<file path="src/rtl/rv32i_alu_issue.sv">
// rv32i_alu_issue: RV32I decode/issue stage feeding a purely combinational ALU.
// Decodes the instruction, builds the immediate and muxes the A/B operands. The
// result is registered behind a valid/ready handshake, with a one-entry skid
// register so that fetch sees a registered in_ready.
// Optional feature: define RV32I_ISSUE_FWD_EN to add a write-back forwarding port
// (wb_valid, wb_rd, wb_data) that overrides stale register-file data at accept.

package rv32i_alu_issue_pkg;

    typedef logic [31:0] RV32I_OPERAND_t;

    // ADDI must stay at encoding 0: the reset and illegal value of the entry is all-zero.
    typedef enum logic [5:0] {
        ADDI = 6'd0, SLTI, SLTIU, XORI, ORI, ANDI, SLLI, SRLI, SRAI,
        ADD, SUB, SLL, SLT, SLTU, XOR, SRL, SRA, OR, AND,
        LB, LH, LW, LBU, LHU, SB, SH, SW,
        BEQ, BNE, BLT, BGE, BLTU, BGEU,
        LUI, AUIPC, JAL, JALR, FENCE, ECALL, EBREAK
    } RV32I_INSTRUCTION_MNEMONIC_t;

endpackage

module rv32i_alu_issue
    import rv32i_alu_issue_pkg::*;
#(
    parameter int XLEN        = 32,
    parameter int LINK_OFFSET = 4
) (
    input  logic                        clk,
    input  logic                        rst,
    input  logic                        flush,
    input  logic                        in_valid,
    output logic                        in_ready,
    input  logic [31:0]                 inst,
    input  logic [XLEN-1:0]             pc,
    input  logic [XLEN-1:0]             rs1_data,
    input  logic [XLEN-1:0]             rs2_data,
`ifdef RV32I_ISSUE_FWD_EN
    input  logic                        wb_valid,
    input  logic [4:0]                  wb_rd,
    input  logic [XLEN-1:0]             wb_data,
`endif
    output logic                        out_valid,
    input  logic                        out_ready,
    output logic [XLEN-1:0]             a,
    output logic [XLEN-1:0]             b,
    output logic [XLEN-1:0]             rs1,
    output logic [XLEN-1:0]             rs2,
    output logic [XLEN-1:0]             imm,
    output RV32I_INSTRUCTION_MNEMONIC_t mnemonic,
    output logic [4:0]                  rd_idx,
    output logic                        illegal
);

    typedef struct packed {
        logic [XLEN-1:0]             a;
        logic [XLEN-1:0]             b;
        logic [XLEN-1:0]             rs1;
        logic [XLEN-1:0]             rs2;
        logic [XLEN-1:0]             imm;
        RV32I_INSTRUCTION_MNEMONIC_t mn;
        logic [4:0]                  rd;
        logic                        ill;
    } entry_t;

    logic [6:0]      opc;
    logic [2:0]      f3;
    logic [6:0]      f7;
    logic [4:0]      rs1_idx;
    logic [4:0]      rs2_idx;
    logic [XLEN-1:0] imm_i, imm_s, imm_b, imm_u, imm_j;
    logic [XLEN-1:0] r1_val, r2_val;
    logic [XLEN-1:0] shamt;
    logic            bad;
    entry_t          dec;

    entry_t out_q, out_d;
    entry_t skid_q, skid_d;
    logic   out_valid_q, out_valid_d;
    logic   skid_valid_q, skid_valid_d;
    logic   accept;

    assign opc     = inst[6:0];
    assign f3      = inst[14:12];
    assign f7      = inst[31:25];
    assign rs1_idx = inst[19:15];
    assign rs2_idx = inst[24:20];

    assign imm_i = {{20{inst[31]}}, inst[31:20]};
    assign imm_s = {{20{inst[31]}}, inst[31:25], inst[11:7]};
    assign imm_b = {{19{inst[31]}}, inst[31], inst[7], inst[30:25], inst[11:8], 1'b0};
    assign imm_u = {inst[31:12], 12'b0};
    assign imm_j = {{11{inst[31]}}, inst[31], inst[19:12], inst[20], inst[30:21], 1'b0};
    assign shamt = {{(XLEN-5){1'b0}}, inst[24:20]};

    // Register operand values: optional write-back override, then x0 reads as zero.
    always_comb begin
        r1_val = rs1_data;
        r2_val = rs2_data;
`ifdef RV32I_ISSUE_FWD_EN
        if (wb_valid && (wb_rd != 5'd0) && (wb_rd == rs1_idx)) r1_val = wb_data;
        if (wb_valid && (wb_rd != 5'd0) && (wb_rd == rs2_idx)) r2_val = wb_data;
`endif
        if (rs1_idx == 5'd0) r1_val = '0;
        if (rs2_idx == 5'd0) r2_val = '0;
    end

    // Instruction decode and A/B operand selection.
    always_comb begin
        bad     = 1'b0;
        dec     = '0;
        dec.mn  = ADDI;
        dec.rs1 = r1_val;
        dec.rs2 = r2_val;
        dec.rd  = inst[11:7];
        case (opc)
            7'b0110111: begin
                dec.mn  = LUI;
                dec.a   = {12'b0, inst[31:12]};
                dec.imm = imm_u;
            end
            7'b0010111: begin
                dec.mn  = AUIPC;
                dec.a   = {12'b0, inst[31:12]};
                dec.b   = pc;
                dec.imm = imm_u;
            end
            7'b1101111: begin
                dec.mn  = JAL;
                dec.a   = pc;
                dec.b   = XLEN'(LINK_OFFSET);
                dec.imm = imm_j;
            end
            7'b1100111: begin
                dec.mn  = JALR;
                dec.a   = pc;
                dec.b   = XLEN'(LINK_OFFSET);
                dec.imm = imm_i;
                bad     = (f3 != 3'b000);
            end
            7'b1100011: begin
                dec.a   = r1_val;
                dec.b   = r2_val;
                dec.imm = imm_b;
                case (f3)
                    3'b000:  dec.mn = BEQ;
                    3'b001:  dec.mn = BNE;
                    3'b100:  dec.mn = BLT;
                    3'b101:  dec.mn = BGE;
                    3'b110:  dec.mn = BLTU;
                    3'b111:  dec.mn = BGEU;
                    default: bad = 1'b1;
                endcase
            end
            7'b0000011: begin
                dec.a   = r1_val;
                dec.b   = imm_i;
                dec.imm = imm_i;
                case (f3)
                    3'b000:  dec.mn = LB;
                    3'b001:  dec.mn = LH;
                    3'b010:  dec.mn = LW;
                    3'b100:  dec.mn = LBU;
                    3'b101:  dec.mn = LHU;
                    default: bad = 1'b1;
                endcase
            end
            7'b0100011: begin
                dec.a   = r1_val;
                dec.b   = imm_s;
                dec.imm = imm_s;
                case (f3)
                    3'b000:  dec.mn = SB;
                    3'b001:  dec.mn = SH;
                    3'b010:  dec.mn = SW;
                    default: bad = 1'b1;
                endcase
            end
            7'b0010011: begin
                dec.a   = r1_val;
                dec.b   = imm_i;
                dec.imm = imm_i;
                case (f3)
                    3'b000: dec.mn = ADDI;
                    3'b010: dec.mn = SLTI;
                    3'b011: dec.mn = SLTIU;
                    3'b100: dec.mn = XORI;
                    3'b110: dec.mn = ORI;
                    3'b111: dec.mn = ANDI;
                    3'b001: begin
                        dec.b  = shamt;
                        dec.mn = SLLI;
                        bad    = (f7 != 7'b0000000);
                    end
                    default: begin
                        dec.b = shamt;
                        if (f7 == 7'b0000000)      dec.mn = SRLI;
                        else if (f7 == 7'b0100000) dec.mn = SRAI;
                        else                       bad = 1'b1;
                    end
                endcase
            end
            7'b0110011: begin
                dec.a = r1_val;
                dec.b = r2_val;
                if (f7 == 7'b0000000) begin
                    case (f3)
                        3'b000:  dec.mn = ADD;
                        3'b001:  dec.mn = SLL;
                        3'b010:  dec.mn = SLT;
                        3'b011:  dec.mn = SLTU;
                        3'b100:  dec.mn = XOR;
                        3'b101:  dec.mn = SRL;
                        3'b110:  dec.mn = OR;
                        default: dec.mn = AND;
                    endcase
                end else if (f7 == 7'b0100000 && f3 == 3'b000) begin
                    dec.mn = SUB;
                end else if (f7 == 7'b0100000 && f3 == 3'b101) begin
                    dec.mn = SRA;
                end else begin
                    bad = 1'b1;
                end
            end
            7'b0001111: begin
                dec.mn = FENCE;
                bad    = (f3 != 3'b000);
            end
            7'b1110011: begin
                if (inst[31:7] == 25'd0)                      dec.mn = ECALL;
                else if (inst[31:7] == {12'h001, 13'b0})      dec.mn = EBREAK;
                else                                          bad = 1'b1;
            end
            default: bad = 1'b1;
        endcase
        if (bad) begin
            dec.mn  = ADDI;
            dec.a   = '0;
            dec.b   = '0;
            dec.imm = '0;
            dec.rd  = 5'd0;
        end
        dec.ill = bad;
    end

    assign in_ready = ~skid_valid_q;
    assign accept   = in_valid & in_ready;

    // Output/skid handshake: skid drains first, flush discards everything including a same-cycle accept.
    always_comb begin
        out_d        = out_q;
        skid_d       = skid_q;
        out_valid_d  = out_valid_q;
        skid_valid_d = skid_valid_q;
        if (flush) begin
            out_valid_d  = 1'b0;
            skid_valid_d = 1'b0;
        end else if (!out_valid_q || out_ready) begin
            if (skid_valid_q) begin
                out_d        = skid_q;
                out_valid_d  = 1'b1;
                skid_valid_d = 1'b0;
            end else if (accept) begin
                out_d       = dec;
                out_valid_d = 1'b1;
            end else begin
                out_valid_d = 1'b0;
            end
        end else if (accept) begin
            skid_d       = dec;
            skid_valid_d = 1'b1;
        end
    end

    // State registers; all-zero entry decodes as a clean ADDI with zero operands.
    always_ff @(posedge clk) begin
        if (rst) begin
            out_q        <= '0;
            skid_q       <= '0;
            out_valid_q  <= 1'b0;
            skid_valid_q <= 1'b0;
        end else begin
            out_q        <= out_d;
            skid_q       <= skid_d;
            out_valid_q  <= out_valid_d;
            skid_valid_q <= skid_valid_d;
        end
    end

    assign out_valid = out_valid_q;
    assign a         = out_q.a;
    assign b         = out_q.b;
    assign rs1       = out_q.rs1;
    assign rs2       = out_q.rs2;
    assign imm       = out_q.imm;
    assign mnemonic  = out_q.mn;
    assign rd_idx    = out_q.rd;
    assign illegal   = out_q.ill;

endmodule

</file>
<file path="config.mk">
export PLATFORM = sky130hd
export DESIGN_NAME = rv32i_alu_issue
export DESIGN_NICKNAME = d
export VERILOG_FILES = /design/src/rtl/rv32i_alu_issue.sv
export SDC_FILE = /design/constraint.sdc
export NUM_CORES = 1
export LEC_CHECK = 0
export ABC_CLOCK_PERIOD_IN_PS = 3800
export BUFFER_PORTS_ARGS = -buffer_cell sky130_fd_sc_hd__buf_2
export CORE_MARGIN = 1.5
export CORE_UTILIZATION = 40
export DETAILED_ROUTE_END_ITERATION = 16
export GPL_TIMING_DRIVEN = 1
export PLACE_DENSITY_LB_ADDON = 0.12
export SLEW_MARGIN = 30
export SYNTH_ARGS = -nofsm -noshare
export SYNTH_HDL_FRONTEND = slang
export SYNTH_SLANG_ARGS = --single-unit
</file>
<file path="constraint.sdc">
create_clock -name clk -period 3.8 [get_ports clk]
set_clock_uncertainty 0.2 [all_clocks]
set_input_delay 0.76 -clock clk [delete_from_list [all_inputs] [get_ports clk]]
set_output_delay 0.76 -clock clk [all_outputs]
set_load 0.005 [all_outputs]
</file>
# --- Word-level counts from Yosys, hierarchy flattened ---
# Cells that the tools add are included.
totals:
  register_bits: 346
  in_bits: 133
  wordCells: 106
  output_inout_bits: 174
op_classes:
  muxes: 37
  n_eq_ne: 20
  n_bitwise: 4
  reduce_logical: 27
op_table:
  columns: ["op", "n"]
  rows:
  - ["172-bit two-way mux", 2]
  - ["32-bit one-hot mux with 6 select lines", 1]
  - ["32-bit one-hot mux with 5 select lines", 1]
  - ["32-bit two-way mux", 3]
  - ["32-bit one-hot mux with 3 select lines", 1]
  - ["6-bit one-hot mux with 11 select lines", 1]
  - ["64-bit two-way mux", 1]
  - ["43-bit two-way mux", 1]
  - ["6-bit one-hot mux with 7 select lines", 1]
  - ["6-bit one-hot mux with 6 select lines", 1]
  - ["5-bit one-hot mux with 7 select lines", 1]
  - ["6-bit two-way mux", 5]
  - ["7-bit by 6-bit equality test with 1-bit output, second input constant", 4]
  - ["7-bit equality test, second input constant", 4]
  - ["25-bit by 14-bit equality test with 1-bit output, second input constant", 1]
  - ["25-bit logical NOT", 1]
  - ["5-bit one-hot mux with 5 select lines", 1]
  - ["5-bit one-hot mux with 3 select lines", 1]
  - ["7-bit by 5-bit equality test with 1-bit output, second input constant", 2]
  - ["3-bit equality test, second input constant", 4]
  - ["1-bit two-way mux", 12]
  - ["3-bit OR reduction", 4]
  - ["6-bit OR reduction", 2]
  - ["5-bit logical NOT", 2]
  - ["21 further kinds", 31]

# --- Longest topological paths before layout ---
# Gate-level depths: netlist of run 1.
logic_depth:
  ltp_word: 9
  mapped_depth: 11
  ltp_nobuf: 8

# --- Worst setup path after synthesis of run 1 ---
# No wires, ideal clock.
synth_path:
  path_kind: "input -> register"
  from: "in inst[14]"
  to: "reg out_q, in the netlist imm[29]"
  arrival_ns: 3.235
  t_required_ns: 3.514
  setup_ns: 0.086
  n_path_buf: 3
  cell_stages: 11
  setup_slack_ns: 0.279
  path_cell_list: "clkbuf_1 > inv_1 > ha_1 > or4b_1 > nor4_1 > nand4b_1 > a2111oi_4 > buf_4 > buf_2 > nand3_1 > a211oi_1"
synth_via:
  elab_chain_len: 9
  word_cells_on_any_way: 30
  classes_between: "eq/ne (8); mux (13); reduce/logical (9)"
synth_lines:
  columns: ["item", "line", "source"]
  rows:
  - ["start, declared", "34", "input logic [31:0] inst,"]
  - ["3-bit equality test", "145, 159, 219", null]
  - ["1-bit logical AND", "219", "end else if (f7 == 7'b0100000 && f3 == 3'b101) begin"]
  - ["1-bit two-way mux", "219", null]
  - ["1-bit two-way mux", "217", "end else if (f7 == 7'b0100000 && f3 == 3'b000) begin"]
  - ["1-bit two-way mux", "206", "if (f7 == 7'b0000000) begin"]
  - ["1-bit one-hot mux with 8 select lines (*)", "116", "case (opc)"]
  - ["43-bit two-way mux (*)", "236", "if (bad) begin"]
  - ["172-bit two-way mux (*)", "263", "end else if (accept) begin"]
  - ["172-bit two-way mux (*)", "259", "if (skid_valid_q) begin"]
  - ["end signal, assigned", "283", "out_q <= out_d;"]
  - ["end, declared", "77", "entry_t out_q, out_d;"]
# Mark *: on every way between the ends. The rest lies on a longest branch, timed or not. The select of a mux whose other input is x is not followed.
# A chain may end at the register's enable or synchronous reset.

# --- Final worst setup path of run 1 ---
layout_path:
  from: "in inst[14]"
  to: "reg out_q, in the netlist b[4]"
layout_via:
  elab_chain_len: 9
  word_cells_on_any_way: 30
  classes_between: "eq/ne (8); mux (13); reduce/logical (9)"
layout_lines:
  columns: ["item", "line"]
  rows:
  - ["3-bit equality test", "145, 159, 219"]
  - ["1-bit logical AND", "219"]
  - ["1-bit two-way mux", "219"]
  - ["1-bit two-way mux", "217"]
  - ["1-bit two-way mux", "206"]
  - ["1-bit one-hot mux with 8 select lines (*)", "116"]
  - ["64-bit two-way mux (*)", "236"]
  - ["172-bit two-way mux (*)", "263"]
  - ["172-bit two-way mux (*)", "259"]
# Marks and branches as above.

==> results.sh, run 1 <==
export IMPL_finalPower_mw=8.70
export IMPL_hp_class="input pin to register"
export IMPL_initial_core_util_pct=40.6
export IMPL_p_switching_mw=2.28
export IMPL_vias=17100
export IMPL_period_minus_slack_ns=3.20
export IMPL_hpwl_mm=45.2
export IMPL_cp_slowest_cell="or4b_1"
export IMPL_relSlewSlack_pct=48.2
export IMPL_fin_ws_ns=0.603
export IMPL_cts_root_buffer="clkbuf_16"
export IMPL_yosys_top_cells_area="dfxtp_1, a21oi_1, nor2_1"
export IMPL_viasPerCell=5.81
export IMPL_remaining_drc_errors=0
export IMPL_cp_max_fo=60
export IMPL_vdd_drop_max_mv=0.315
export IMPL_arrival_ns=3.45
export IMPL_avgRoutedWirePerCell_um=22.6
export IMPL_startpoint_type="input pin"
export IMPL_coreArea_um2=39700
export IMPL_maxSlewViolCount=0
export IMPL_synthMuxAreaShare_pct=0
export IMPL_antenna_found_initial=6
export IMPL_synth_top_family_by_area="compound AO/OA/AOI/OAI gates"
export IMPL_synth_top_area_share_pct=42.9
export IMPL_syn_num_nets=2324
export IMPL_yosys_top_cells_count="dfxtp_1, nor2_1, a21oi_1"
export IMPL_num_rows=73
export IMPL_synth_cell_area_um2=16100
export IMPL_htreeDepth=2
export IMPL_synth_compound_area_share_pct=26.2
export IMPL_max_stage_delay_ns=0.48
export IMPL_max_freq_mhz=313
export IMPL_grt_overflow=0
export IMPL_sw_frac_of_total_pct=26.2
export IMPL_n_fill_cell=4004
export IMPL_synth_edff_count=0
export IMPL_period_share_pct=84.1
export IMPL_setup_worst_path_end_class="register"
export IMPL_tightest_slew_ns=0.776
export IMPL_combPwrFrac_pct=10.8
export IMPL_clock_sinks=346
export IMPL_portBuffers=306
export IMPL_post_dp_cell_area_um2=18300
export IMPL_wirelength_mm=66.6
export IMPL_hold_buffers=0
export IMPL_cts_inserted_buffers=40
export IMPL_grtUsageTotal_pct=31.2
export IMPL_rsz0062_at_grt="no"
export IMPL_reg2reg_to="mnemonic[1]$_SDFFE_PP0P_"
export IMPL_final_setup_tns_ns=0
export IMPL_grt_max_degree=123
export IMPL_clkSlewWorstSetupHoldPaths_ns=0.06
export IMPL_p_per_area_nw_per_um2=442
export IMPL_reg2reg_depth=7
export IMPL_synth_fa_ha_area_share_pct=0.527
export IMPL_leakagePower_nw=7.74
export IMPL_ioPinCount=307
export IMPL_cts_resized=0
export IMPL_fin_nets=2532
export IMPL_pwr_share_clk_pct=45.1
export IMPL_internal_power_mw=6.42
export IMPL_dp_slack_ns=0.0934
export IMPL_syn_to_final_growth_pct=21.8
export IMPL_cts_tree="done"
export IMPL_maxCapViolations=0
export IMPL_cp_required_ns=4.06
export IMPL_seq_power_share_pct=44.0
export IMPL_die_h_um=204
export IMPL_synthXorXnorAreaFrac_pct=0.217
export IMPL_clockBufferDepth=3
export IMPL_post_route_cell_area_um2=19700
export IMPL_final_antenna_net_count=0
export IMPL_cts_setup_buffers=0
export IMPL_synth_seq_cells=346
export IMPL_synth_most_common_cell="dfxtp_1"
export IMPL_ys_types=63
export IMPL_grt_pass1_wl_mm=98.9
export IMPL_setup_worst_path_class="input pin to register"
export IMPL_gp_congestion=0.988
export IMPL_yosys_area_top_type="dfxtp_1"
export IMPL_worstSetupEndpoint="b[4]$_SDFFE_PP0P_"
export IMPL_instances_no_fill=2948
export IMPL_clock_latency_ns=0.57
export IMPL_synth_warnings=0
export IMPL_r2r_start="skid_valid_q$_SDFFE_PP0P_"
export IMPL_die_x_um=204
export IMPL_crit_start="inst[14]"
export IMPL_syn_inst=2185
export IMPL_drive_above_1_share_pct=19.4
export IMPL_grt_pass1_vias=15600
export IMPL_drt_first_pass_iters=5
export IMPL_synth_ff_type="dfxtp_1"
export IMPL_avgSynthCellArea_um2=7.39
export IMPL_seq_area_frac_synth_pct=42.9
export IMPL_setup_viol=0
export IMPL_path_cells="buf_2, inv_1, ha_1, or4b_1, nor4_1, nand4b_1, a2111oi_4, buf_4, buf_12, nand3_1, a211oi_1"
export IMPL_status="finished clean"
export IMPL_async_flop_share_pct=0
export IMPL_finish_utilization_pct=49.5
export IMPL_hold_viol=0
export IMPL_dp_cells=2876
export IMPL_synthSimpleGateAreaFrac_pct=24.5
export IMPL_die_area_um2=41600
export IMPL_worst_hold_slack_ns=0.240
export IMPL_dr_first_iter_drc_count=1785
export IMPL_rrSetupSlack_ns=1.08
==> layer usage <==
layer / track usage, % / up-vias / wire length, µm / share of wire (%)
li1: - / 8131 / - / -
met1: 45.3 / 8222 / 30500 / 46
met2: 46.8 / 675 / 29500 / 44
met3: 4.61 / 90 / 4610 / 6.9
met4: 11.2 / 4 / 2060 / 3.1
met5: 0 / - / 29 / 0.044
==> cells by family (layout without fill, tap and decap cells) <==
kind of cell	Yosys count	after routing
and+or+nand+nor	909	909
AOI/OAI and AO/OA	689	689
DFF	346	346
buffers and inverters	230	466
adders and majority gates	7	7
xor gates and xnor gates	4	4
other	0	2
==> flip-flops by register name, indices dropped and copies added (netlist names) <==
signal	cells
rs2	32
rs1	32
skid_q	172
mnemonic	6
illegal	1
out_valid	1
rd_idx	5
b	32
imm	32
a	32
skid_valid_q	1
==> layout by cell type (no fill, tap or decap), drive strengths merged, types with 6 or more instances in the layout <==
cell    count
dfxtp     346
nand2b     10
a21o        9
nor4        6
o211ai     88
nor2      317
nor3       11
inv         7
nor2b       6
a211o      22
clkbuf     60
ha          6
or3         6
clkinv      6
a211oi    109
buf       389
a21oi     286
a22oi      14
nand4      17
o21ai     123
a221o       6
nand3     214
nand2     285
==> worst max-delay path, delay by kind of cell <==
| family | cells | cell delay (ns) |
|---|---|---|
| adder cells (fa/ha/maj) | 1 | 0.23 |
| AND/OR/NAND/NOR | 4 | 1.11 |
| AO/OA/AOI/OAI | 2 | 0.62 |
| buffers and inverters | 4 | 0.67 |
==> power by group through the flow <==
stage                     Combinational (mW)  Sequential, mW  Clock, mW
after floorplan                        0.450            3.90          0
after global placement                 0.933            3.91          0
after detailed placement               0.931            3.91          0
after CTS                              0.936            3.83       3.99
after global routing                    1.02            3.84       4.15
final                                  0.943            3.83       3.93
==> final cells by class <==
type | instances | area, µm² | share of cell area [%]
Clock buffer | 60 | 1210 | 6.15
Timing Repair Buffer | 389 | 2350 | 12.0
Multi-Input combinational cell | 1609 | 8370 | 42.5
Sequential cell | 346 | 6930 | 35.2
Clock inverter | 10 | 120 | 0.611
Tap cell | 525 | 657 | 3.34
Antenna cell | 2 | 5.00 | 0.0254
Inverter | 7 | 27.5 | 0.140
==> how the worst min path moves through the flow <==
stage / startpoint / end / slack [ns] / cells after the start
floorplan: skid_q[1]$_SDFFE_PP0P_ / skid_q[1]$_SDFFE_PP0P_ / 0.23 / 2
CTS: flush / out_valid$_SDFFE_PP0P_ / 0.21 / 2
global route: flush / out_valid$_SDFFE_PP0P_ / 0.25 / 2
detailed placement: skid_q[28]$_SDFFE_PP0P_ / skid_q[28]$_SDFFE_PP0P_ / 0.24 / 2
finish: flush / out_valid$_SDFFE_PP0P_ / 0.24 / 2
global placement: skid_q[36]$_SDFFE_PP0P_ / skid_q[36]$_SDFFE_PP0P_ / 0.24 / 2
(Power assumes the default switching activity.)
==> inputs of run 2 (changes only) <==
- ABC_CLOCK_PERIOD_IN_PS: 3800 -> 3100
- clock period: 3.8 -> 3.1 ns (I/O delays scaled with it)
==> results.sh, run 2 (synthesis gave the netlist of run 1 again) <==
export IMPL_cp_slowest_cell="a2111oi_4"
export IMPL_coreArea_um2=39700
export IMPL_remaining_drc_errors=0
export IMPL_largest_reg_flops=172
export IMPL_cp_required_ns=3.37
export IMPL_hold_buffers=0
export IMPL_vdd_drop_max_mv=0.354
export IMPL_holdPathEnd="skid_valid_q$_SDFFE_PP0P_"
export IMPL_grt_busiest_layer="met2"
export IMPL_clkSlewWorstSetupHoldPaths_ns=0.06
export IMPL_hpwl_mm=45.6
export IMPL_drt_first_pass_iters=6
export IMPL_die_area_um2=41600
export IMPL_reg2reg_depth=5
export IMPL_period_minus_slack_ns=2.86
export IMPL_ioPinCount=307
export IMPL_setup_worst_path_end_class="register"
export IMPL_maxSlewViolCount=0
export IMPL_setup_worst_path_class="input pin to register"
export IMPL_critPathTopFamily="simple AND/OR/NAND/NOR gates"
export IMPL_cts_inserted_buffers=41
export IMPL_final_antenna_net_count=0
export IMPL_path_cells="buf_2, inv_8, ha_4, or4b_1, nor4_2, nand4b_1, a2111oi_4, buf_12, buf_12, nand3_1, a211oi_1"
export IMPL_final_common_cell="dfxtp_1"
export IMPL_initial_core_util_pct=40.6
export IMPL_grt_pass1_vias=15900
export IMPL_grt_overflow=0
export IMPL_die_x_um=204
export IMPL_grtUsageMet3_pct=5.77
export IMPL_portBuffers=306
export IMPL_gp_congestion=0.995
export IMPL_clockBufferDepth=3
export IMPL_clock_sinks=346
export IMPL_htreeDepth=2
export IMPL_p_per_area_nw_per_um2=536
export IMPL_maxCapViolations=0
export IMPL_hold_viol=0
export IMPL_setup_viol=0
export IMPL_relSlewSlack_pct=36.1
export IMPL_hp_start="flush"
export IMPL_dr_first_iter_drc_count=1640
export IMPL_rrSetupSlack_ns=0.90
export IMPL_max_stage_delay_ns=0.47
export IMPL_cts_root_buffer="clkbuf_16"
export IMPL_path_common_cell="buf_12"
export IMPL_grtUsageTotal_pct=31.0
export IMPL_avgRoutedWirePerCell_um=22.1
export IMPL_syn_to_final_growth_pct=25.2
export IMPL_finalPower_mw=10.8
export IMPL_viasPerCell=5.83
export IMPL_path_buf_inv=4
export IMPL_status="finished clean"
export IMPL_met2_usage_pct=45.7
export IMPL_hp_class="input pin to register"
export IMPL_cts_setup_buffers=0
export IMPL_grt_max_degree=171
export IMPL_cts_tree="done"
export IMPL_period_share_pct=92.2
export IMPL_die_h_um=204
export IMPL_startpoint_type="input pin"
export IMPL_finish_utilization_pct=50.9
export IMPL_final_cell_mix="dfxtp_1, nor2_1, buf_2, a21oi_1, nand2_1"
export IMPL_cp_max_fo=38
export IMPL_tightest_slew_ns=0.958
export IMPL_max_freq_mhz=350
export IMPL_leakagePower_nw=8.01
export IMPL_reg2reg_to="rd_idx[1]$_SDFFE_PP0P_"
export IMPL_clock_latency_ns=0.56
export IMPL_hold_depth=2
export IMPL_grt_util_met1_pct=43.4
export IMPL_vias=17500
export IMPL_cts_resized=0
export IMPL_fin_nets=2572
export IMPL_grt_pass1_wl_mm=98.1
export IMPL_rsz0062_at_grt="no"
export IMPL_r2r_start="out_valid$_SDFFE_PP0P_"
export IMPL_num_rows=73
export IMPL_antenna_found_initial=3
export IMPL_wirelength_mm=66.3
export IMPL_drive_above_1_share_pct=21.1
export IMPL_largest_register="skid_q"
export IMPL_arrival_ns=3.13
## run 2: cell types whose count changed in the layout (fill, tap and decap cells not counted), moves of 2 or more
cell	before	now
buf_4	68	94
clkinv_2	5	10
inv_6	1	3
diode_2	2	5
clkbuf_8	9	11
inv_8	0	2
buf_12	15	28
clkbuf_1	9	6
inv_1	6	4
## run 2: report_power, final
group          internal (mW)  total, mW  switching [mW]  leakage [nW]
sequential              4.60       4.70          0.0973          2.82
combinational          0.453       1.21           0.761          4.51
clock                   2.96       4.93            1.97         0.687
total                   8.01       10.8            2.83          8.01
## run 2: layer usage
| layer | up-vias | wire length (µm) |
|---|---|---|
| met5 | - | 0 |
| met4 | 0 | 3080 |
| met3 | 137 | 5690 |
| met2 | 783 | 28600 |
| met1 | 8299 | 28900 |
| li1 | 8243 | - |
## run 2: worst max-delay path by stage
stage / from / endpoint / slack, ns / cells past startpoint
global placement: inst[13] / a[31]$_SDFFE_PP0P_ / -0.23 / 11
CTS: inst[13] / imm[31]$_SDFFE_PP0P_ / 0.29 / 11
finish: inst[13] / imm[31]$_SDFFE_PP0P_ / 0.24 / 11
floorplan: inst[13] / imm[22]$_SDFFE_PP0P_ / -0.03 / 11
global route: inst[13] / b[4]$_SDFFE_PP0P_ / 0.13 / 11
detailed placement: inst[13] / a[28]$_SDFFE_PP0P_ / -0.30 / 11
## run 2: final cells by class
type | instances | area, µm²
fillers | 3955 | 19500
multi-input cells | 1609 | 8380
flip-flops and latches | 346 | 6930
repair buffers | 428 | 2810
clock buffers | 58 | 1200
well taps | 525 | 657
clock inverters | 17 | 178
inverters | 7 | 42.5
diodes | 5 | 12.5
## run 2: per-stage QoR
stage / cells / worst slack, ns / area [µm²] / hold WS [ns] / TNS (ns)
after floorplan: 2185 / -0.0306 / 16200 / 0.232 / -1.35
after global placement: 2915 / -0.230 / 18800 / 0.239 / -29.69
after detailed placement: 2915 / -0.304 / 18800 / 0.243 / -37.97
after CTS: 2990 / 0.287 / 20200 / 0.0731 / 0
after global routing: 2991 / 0.133 / 20200 / 0.0927 / 0
final: 2995 / 0.242 / 20200 / 0.102 / 0
## run 2: worst reg2reg max path, delay by kind of cell, from the launching register on
family                 cells  cell delay [ns]
AOI/OAI and AO/OA          2             0.41
buffers and inverters      1             0.31
DFF                        1             0.35
and+or+nand+nor            2             0.84
==> inputs of run 3 (changes only) <==
- CORE_UTILIZATION: 40 -> 50
- RECOVER_POWER: not set -> 100
==> results.sh, run 3 (synthesis gave the netlist of run 1 again) <==
export IMPL_setup_viol=0
export IMPL_instances_no_fill=2872
export IMPL_hpwl_mm=43.1
export IMPL_crit_start="inst[13]"
export IMPL_tightest_slew_ns=1.84
export IMPL_cp_max_fo=22
export IMPL_largest_reg_flops=172
export IMPL_period_minus_slack_ns=2.99
export IMPL_cts_setup_buffers=0
export IMPL_maxSlewViolCount=86
export IMPL_hold_depth=2
export IMPL_die_area_um2=33400
export IMPL_cp_required_ns=3.29
export IMPL_num_rows=65
export IMPL_die_x_um=183
export IMPL_clkSlewWorstSetupHoldPaths_ns=0.06
export IMPL_rsz0062_at_grt="no"
export IMPL_drt_first_pass_iters=8
export IMPL_period_share_pct=96.3
export IMPL_die_h_um=183
export IMPL_fin_nets=2579
export IMPL_worstSetupEndpoint="imm[12]$_SDFFE_PP0P_"
export IMPL_hold_viol=0
export IMPL_avgRoutedWirePerCell_um=21.6
export IMPL_n_fill_cell=2941
export IMPL_finalPower_mw=10.4
export IMPL_critPathTopFamily="simple AND/OR/NAND/NOR gates"
export IMPL_status="finished, violations left"
export IMPL_dp_cells=2803
export IMPL_grtUsageMet3_pct=6.82
export IMPL_syn_to_final_growth_pct=22.6
export IMPL_grt_pass1_wl_mm=93.8
export IMPL_antenna_found_initial=4
export IMPL_max_stage_delay_ns=0.46
export IMPL_register_area_um2=6930
export IMPL_portBuffers=306
export IMPL_wirelength_mm=62.1
export IMPL_htreeDepth=2
export IMPL_coreArea_um2=31600
export IMPL_grt_util_met1_pct=50.9
export IMPL_cts_root_buffer="clkbuf_16"
export IMPL_met2_usage_pct=53.6
export IMPL_path_cells="buf_2, inv_8, ha_4, or4b_1, nor4_2, nand4b_1, a2111oi_4, buf_4, buf_12, nand3_1, a211oi_1"
export IMPL_setup_worst_path_end_class="register"
export IMPL_cp_slowest_cell="or4b_1"
export IMPL_vdd_drop_max_mv=0.397
export IMPL_gp_congestion=1.03
export IMPL_startpoint_type="input pin"
export IMPL_rrSetupSlack_ns=0.60
export IMPL_hold_buffers=0
export IMPL_clock_sinks=346
export IMPL_cts_resized=0
export IMPL_setup_worst_path_class="input pin to register"
export IMPL_worst_hold_slack_ns=0.112
export IMPL_grt_overflow=0
export IMPL_path_depth=11
export IMPL_grt_busiest_layer="met2"
export IMPL_drive_above_1_share_pct=16.9
export IMPL_r2r_start="skid_valid_q$_SDFFE_PP0P_"
export IMPL_leakagePower_nw=7.56
export IMPL_path_buf_inv=4
export IMPL_dr_first_iter_drc_count=1924
export IMPL_final_antenna_net_count=0
export IMPL_grt_max_degree=151
export IMPL_grtUsageTotal_pct=36.2
export IMPL_initial_core_util_pct=51.0
export IMPL_maxCapViolations=1
export IMPL_cts_inserted_buffers=37
export IMPL_reg2reg_to="b[15]$_SDFFE_PP0P_"
export IMPL_reg2reg_depth=5
export IMPL_final_common_cell="dfxtp_1"
export IMPL_clock_latency_ns=0.53
export IMPL_largest_register="skid_q"
export IMPL_viasPerCell=6.12
export IMPL_p_per_area_nw_per_um2=527
export IMPL_max_freq_mhz=335
export IMPL_arrival_ns=3.18
export IMPL_violations="capacitance limit, slew limit"
export IMPL_multi_input_area_um2=8380
export IMPL_relSlewSlack_pct=-23.0
export IMPL_grt_pass1_vias=15900
export IMPL_clockBufferDepth=3
export IMPL_ioPinCount=307
export IMPL_remaining_drc_errors=0
export IMPL_final_cell_mix="dfxtp_1, nor2_1, a21oi_1, nand2_1, nand3_1"
export IMPL_vias=17600
export IMPL_hp_class="input pin to register"
export IMPL_cts_tree="done"
==> run 3: power breakdown <==
group          switching, mW  internal, mW
combinational          0.743         0.430
clock                   1.86          2.70
sequential            0.0976          4.60
==> run 3: worst min path at each step <==
stage                             from                   endpoint
2_1_floorplan   skid_q[1]$_SDFFE_PP0P_     skid_q[1]$_SDFFE_PP0P_
3_3_place_gp   skid_q[20]$_SDFFE_PP0P_    skid_q[20]$_SDFFE_PP0P_
3_5_place_dp   skid_q[14]$_SDFFE_PP0P_    skid_q[14]$_SDFFE_PP0P_
4_1_cts                          flush  skid_valid_q$_SDFFE_PP0P_
5_1_grt                          flush  skid_valid_q$_SDFFE_PP0P_
6_report                         flush  skid_valid_q$_SDFFE_PP0P_
==> run 3: routing by layer <==
layer	up-vias	part of all wire, %
li1	8233	-
met1	8293	43
met2	901	43
met3	157	8.8
met4	2	4.5
met5	-	0.029
==> run 3: layout make-up <==
| class | count | area share (%) |
|---|---|---|
| Timing Repair Buffer | 439 | 13.5 |
| Antenna cell | 3 | 0.0379 |
| Sequential cell | 346 | 35.0 |
| Inverter | 7 | 0.215 |
| Multi-Input combinational cell | 1609 | 42.3 |
| Clock buffer | 56 | 5.70 |
| Clock inverter | 10 | 0.670 |
| Tap cell | 402 | 2.54 |
==> run 3: stage by stage <==
step / util, % / worst slack (ns) / cell area [µm²] / TNS, ns
floorplan: - / -0.0306 / 16200 / -1.35
global placement: 59.1 / -0.245 / 18700 / -33.21
detailed placement: 59.1 / -0.365 / 18700 / -45.22
CTS: 63.1 / 0.172 / 20000 / 0
global route: 62.6 / 0.0198 / 19800 / 0
finish: 62.6 / 0.115 / 19800 / 0
==> run 3: worst register-to-register path: stages, from the launching register on <==
cell and delay, ns:
dfxtp_4 0.37, clkbuf_2 0.44, clkinv_2 0.23, buf_4 0.60, nand3_1 0.26, a211oi_1 0.29
